[config.mk]
export PLATFORM = sky130hd
export DESIGN_NAME = fifo_fwft_adapter
export DESIGN_NICKNAME = d
export VERILOG_FILES = /design/src/rtl/fifo_pkg.sv /design/src/rtl/fwft_buf2.sv /design/src/rtl/fifo_fwft_adapter.sv
export SDC_FILE = /design/constraint.sdc
export NUM_CORES = 1
export LEC_CHECK = 0
export BUFFER_PORTS_ARGS = -buffer_cell sky130_fd_sc_hd__buf_2
export CAP_MARGIN = 20
export CELL_PAD_IN_SITES_DETAIL_PLACEMENT = 0
export CELL_PAD_IN_SITES_GLOBAL_PLACEMENT = 1
export CORE_AREA = 2 2 39 41
export DETAILED_ROUTE_END_ITERATION = 10
export DIE_AREA = 0 0 41 43
export PLACE_DENSITY = 0.68
export SETUP_SLACK_MARGIN = 0.5
export SYNTH_ARGS = -nofsm -noshare
export SYNTH_HDL_FRONTEND = slang
export SYNTH_SLANG_ARGS = --single-unit
[constraint.sdc]
create_clock -name i_clk -period 3.65 [get_ports i_clk]
set_clock_uncertainty 0.2 [all_clocks]
set_input_delay 0.73 -clock i_clk [delete_from_list [all_inputs] [get_ports i_clk]]
set_output_delay 0.73 -clock i_clk [all_outputs]
set_load 0.01 [all_outputs]
[src/rtl/fifo_pkg.sv]
// Shared constants and types for the FWFT adapter around the async FIFO read side.
package fifo_pkg;

    localparam int unsigned DEFAULT_DATA_WIDTH = 2;

    // Buffer occupancy, 0..2 words.
    typedef logic [1:0] occ_t;

    localparam occ_t OCC_FULL = 2'd2;

endpackage

[src/rtl/fwft_buf2.sv]
// Two-entry output buffer: a write port, a head pointer and a pop.
// Occupancy is tracked by the owner; this block only stores and orders words.
module fwft_buf2
    import fifo_pkg::*;
#(
    parameter int unsigned DATA_WIDTH = DEFAULT_DATA_WIDTH
) (
    input  logic                  i_clk,
    input  logic                  i_rst,
    input  logic                  i_wr,
    input  logic [DATA_WIDTH-1:0] i_wdata,
    input  logic                  i_pop,
    output logic [DATA_WIDTH-1:0] o_data
);

    logic [DATA_WIDTH-1:0] r_mem [2];
    logic                  r_wr_ptr;
    logic                  r_rd_ptr;

    always_ff @(posedge i_clk or posedge i_rst) begin
        if (i_rst) begin
            r_mem[0] <= '0;
            r_mem[1] <= '0;
            r_wr_ptr <= 1'b0;
            r_rd_ptr <= 1'b0;
        end else begin
            if (i_wr) begin
                r_mem[r_wr_ptr] <= i_wdata;
                r_wr_ptr        <= ~r_wr_ptr;
            end
            if (i_pop) begin
                r_rd_ptr <= ~r_rd_ptr;
            end
        end
    end

    assign o_data = r_mem[r_rd_ptr];

endmodule

[src/rtl/fifo_fwft_adapter.sv]
// Turns a read-strobe FIFO with one cycle of read latency into a FWFT valid/ready stream.
// Define FIFO_FWFT_STALL_CNT_EN to add the o_stall_cnt saturating stall counter.
module fifo_fwft_adapter
    import fifo_pkg::*;
#(
    parameter int unsigned DATA_WIDTH = DEFAULT_DATA_WIDTH,
    parameter int unsigned BUF_DEPTH  = 2
) (
    input  logic                  i_clk,
    input  logic                  i_rst,
    input  logic                  i_fifo_empty,
    output logic                  o_fifo_rd,
    input  logic [DATA_WIDTH-1:0] i_fifo_data,
    output logic                  o_valid,
    input  logic                  i_ready,
    output logic [DATA_WIDTH-1:0] o_data
`ifdef FIFO_FWFT_STALL_CNT_EN
    ,
    output logic [15:0]           o_stall_cnt
`endif
);

    if (BUF_DEPTH != 2) begin : g_bad_depth
        $error("fifo_fwft_adapter: only BUF_DEPTH == 2 is supported");
    end

    occ_t       r_occ;
    logic       r_inflight;
    logic       w_pop;
    logic [2:0] w_credit;

    assign o_valid = (r_occ != 2'd0);
    assign w_pop   = o_valid && i_ready;

    // Words held or arriving after this edge; a new read must keep it within the buffer.
    assign w_credit  = {1'b0, r_occ} + {2'b00, r_inflight} - {2'b00, w_pop};
    assign o_fifo_rd = !i_rst && !i_fifo_empty && (w_credit < 3'd2);

    always_ff @(posedge i_clk or posedge i_rst) begin
        if (i_rst) begin
            r_occ      <= '0;
            r_inflight <= 1'b0;
        end else begin
            r_occ      <= w_credit[1:0];
            r_inflight <= o_fifo_rd;
        end
    end

    fwft_buf2 #(
        .DATA_WIDTH (DATA_WIDTH)
    ) u_buf (
        .i_clk   (i_clk),
        .i_rst   (i_rst),
        .i_wr    (r_inflight),
        .i_wdata (i_fifo_data),
        .i_pop   (w_pop),
        .o_data  (o_data)
    );

    a_no_overflow : assert property (@(posedge i_clk) disable iff (i_rst)
        !(r_inflight && (r_occ == OCC_FULL) && !w_pop));

`ifdef FIFO_FWFT_STALL_CNT_EN
    logic [15:0] r_stall_cnt;

    always_ff @(posedge i_clk or posedge i_rst) begin
        if (i_rst) begin
            r_stall_cnt <= '0;
        end else if (o_valid && !i_ready && (r_stall_cnt != 16'hFFFF)) begin
            r_stall_cnt <= r_stall_cnt + 16'd1;
        end
    end

    assign o_stall_cnt = r_stall_cnt;
`endif

endmodule

==> flow_summary.ini <==
[clock_network]
clk_latency_ns = 0.25
cts_hold_buf = 0
cts_setup_buffers = 0
numCtsBuffers = 3
cts-root-buf = clkbuf_4
clkSlewWorstSetupHoldPaths_ns = 0.06
clk_path_buf_depth = 2
clock_sinks = 9
tritoncts = done
cts_resized = 0
htree_levels = 1

[drt]
drc_errors = 0
m1WireLength_um = 274
dr_wl_met2_um = 370
wirelength_um = 689
viasPerCell = 4.417
met3WireLength_um = 45
wl_per_cell_um = 11.48
drt_iter0_markers = 6
dr.pass1.iters = 2
top_layer = met3
ant_nets = 0
via_count = 265

[synth]
ys_seq_elements = 9
synth-seq-area-share_pct = 54.55
synth-edff-count = 0
syn_avg_cell_area_um2 = 13.32
synth_area_um2 = 412.9
synth.area.top_cells = dfrtp_1, mux2_2, ha_1
synth_top_area_share_pct = 54.55
post-synth-top-count-cell = dfrtp_1
synth_commonest_cells = dfrtp_1, inv_1, mux2_2
synthFlopType = dfrtp_1
synth_largest_area_cell = dfrtp_1
async_flop_share_pct = 100.0
synth_fp_nets = 40
synth.distinct_cells = 13
synth_cells = 31
ys_warn_count = 0

[sta]
fmax_mhz = 306.1
rsz0062_at_grt = true
setup_ws_ns = 0.3827
tns_ns = 0
setup_viol = 0
slew-limit-headroom_pct = 78.13
fin_crit_ns = 3.267
drv_slew = 0
worst_pin_slew_ns = 0.3276
finalCritPeriodShare_pct = 89.51
hold_viol_final = 0

[finish]
drive_above_1_share_pct = 40.91
diodes = 0
areaGrowthSynthToFinish_pct = 23.64
final_net_count = 54
multi_input_area_um2 = 175.2
finish.instance_area_um2 = 510.5
fillers = 148
regArea_um2 = 225.2
final_cells = 60

[grt]
grt_overflow = 0
first_global_vias = 290
antenna_found_initial = 0
grt_usage_pct = 10.06
grt_pass1_wl_um = 1124
grt_max_degree = 10

[floorplan]
rows = 14
die_y_um = 43
initial_core_util_pct = 29.84
dieArea_um2 = 1763
die-width_um = 41
coreArea_um2 = 1384
io_pins = 10

[pwr]
combinationalPowerShare_pct = 42.5
power_per_cell_area_nw_per_um2 = 897.4
pwr-share-clk_pct = 16.1
p_int_mw = 0.2994
cellLeakagePower_nw = 0.2464
switching_share_pct = 34.65
seq_power_share_pct = 41.4
peakVddDrop_mv = 0.3806
p_sw_mw = 0.1588

[setup_path]
crit_path_start_kind = input pin
end_kind = output port
reg2reg_to = r_inflight
cp_slowest_stage_delay_ns = 0.47
r2r-start = r_occ[1]
worstSetupPathType = input pin to output port
crit_path_cell_trace = buf_2 -> o21a_1 -> ha_1 -> inv_1 -> ha_1 -> fa_1 -> nor4_2 -> buf_2
r2r_slack_ns = 1.50
cp_slowest_cell = fa_1
path_max_fanout = 2
worstPathRequired_ns = 2.72
worstPathArrival_ns = 2.34
reg2reg_depth = 6

[min_path]
hp-class = input pin to async pin

[placed_design]
routabilityCongestion = 0.6664
place_area_um2 = 484.2
place_hpwl_um = 567.6
port_buffers = 9
placed_cells = 56
place_worst_setup_slack_ns = 0.3723

[flow_run]
max-cap-violations = 0

[outcome]
status = finished, final reports clean
## final cells by class
type / count / share of cell area (%)
Tap cell: 16 / 3.922
Clock buffer: 4 / 5.147
Sequential cell: 9 / 44.12
Multi-Input combinational cell: 17 / 34.31
Timing Repair Buffer: 9 / 8.824
Inverter: 5 / 3.676
## worst max path at each step
| stage | start | endpoint | slack (ns) | cells after the start |
|---|---|---|---|---|
| 3_3_place_gp | i_ready | o_fifo_rd | 0.40 | 8 |
| 2_1_floorplan | i_ready | o_fifo_rd | 0.61 | 6 |
| 4_1_cts | i_ready | o_fifo_rd | 0.37 | 8 |
| 6_report | i_ready | o_fifo_rd | 0.38 | 8 |
| 5_1_grt | i_ready | o_fifo_rd | 0.26 | 8 |
| 3_5_place_dp | i_ready | o_fifo_rd | 0.37 | 8 |
## registers in the layout (all words and copies together), names as in the netlist
name	cells
u_buf.r_mem	4
r_occ	2
r_inflight	1
u_buf.r_rd_ptr	1
u_buf.r_wr_ptr	1
## power groups by stage
stage | registers [mW] | logic (mW) | clock network (mW)
after floorplan | 0.181 | 0.147 | 0
after detailed placement | 0.192 | 0.200 | 0
after CTS | 0.191 | 0.202 | 0.0785
final | 0.190 | 0.195 | 0.0738
after global placement | 0.189 | 0.188 | 0
after global routing | 0.197 | 0.226 | 0.0827
## cell usage in the layout (no fill, tap or decap)
cell type / Yosys / final
or2_2: 1 / 1
ha_1: 2 / 2
nand2b_1: 1 / 1
nand2_1: 1 / 1
xnor2_1: 1 / 1
inv_1: 5 / 5
buf_2: 0 / 9
mux2_1: 2 / 2
clkbuf_4: 0 / 3
dfrtp_1: 9 / 9
xor2_1: 2 / 2
clkbuf_1: 0 / 1
mux2_2: 4 / 4
fa_1: 1 / 1
o21a_1: 1 / 1
nor4_2: 0 / 1
## cells by family (layout without fill, tap and decap cells)
kind of cell,after synthesis,in the layout,synth area share (%)
buffers and inverters,5,18,4.546
flip-flops,9,9,54.55
AND/OR/NAND/NOR,4,4,5.457
AO/OA/AOI/OAI,1,1,1.819
XOR/XNOR,3,3,6.365
adder cells (fa/ha/maj),3,3,10.91
multiplexers,6,6,16.36
## critical path, delay by kind of cell
kind / cells / cell delay [ns]
AOI/OAI and AO/OA: 1 / 0.12
adders and majority gates: 3 / 0.92
buffers and inverters: 3 / 0.31
and+or+nand+nor: 1 / 0.26
## stage by stage
step                      hold WS, ns  power, mW  utilization [%]
final                          0.2373     0.4581            36.89
after global routing           0.2621     0.5057            36.89
after CTS                      0.2446     0.4709            36.89
after detailed placement       0.2722     0.3920            34.99
after global placement         0.2719     0.3769            34.99
after floorplan                0.2543     0.3286                -
## per-layer routing
metal / track usage, % / vias up
met5: 0 / -
li1: - / 129
met4: 6.000 / 0
met1: 10.37 / 129
met3: 3.141 / 0
met2: 16.56 / 7
Power figures use the tool's default switching activity.
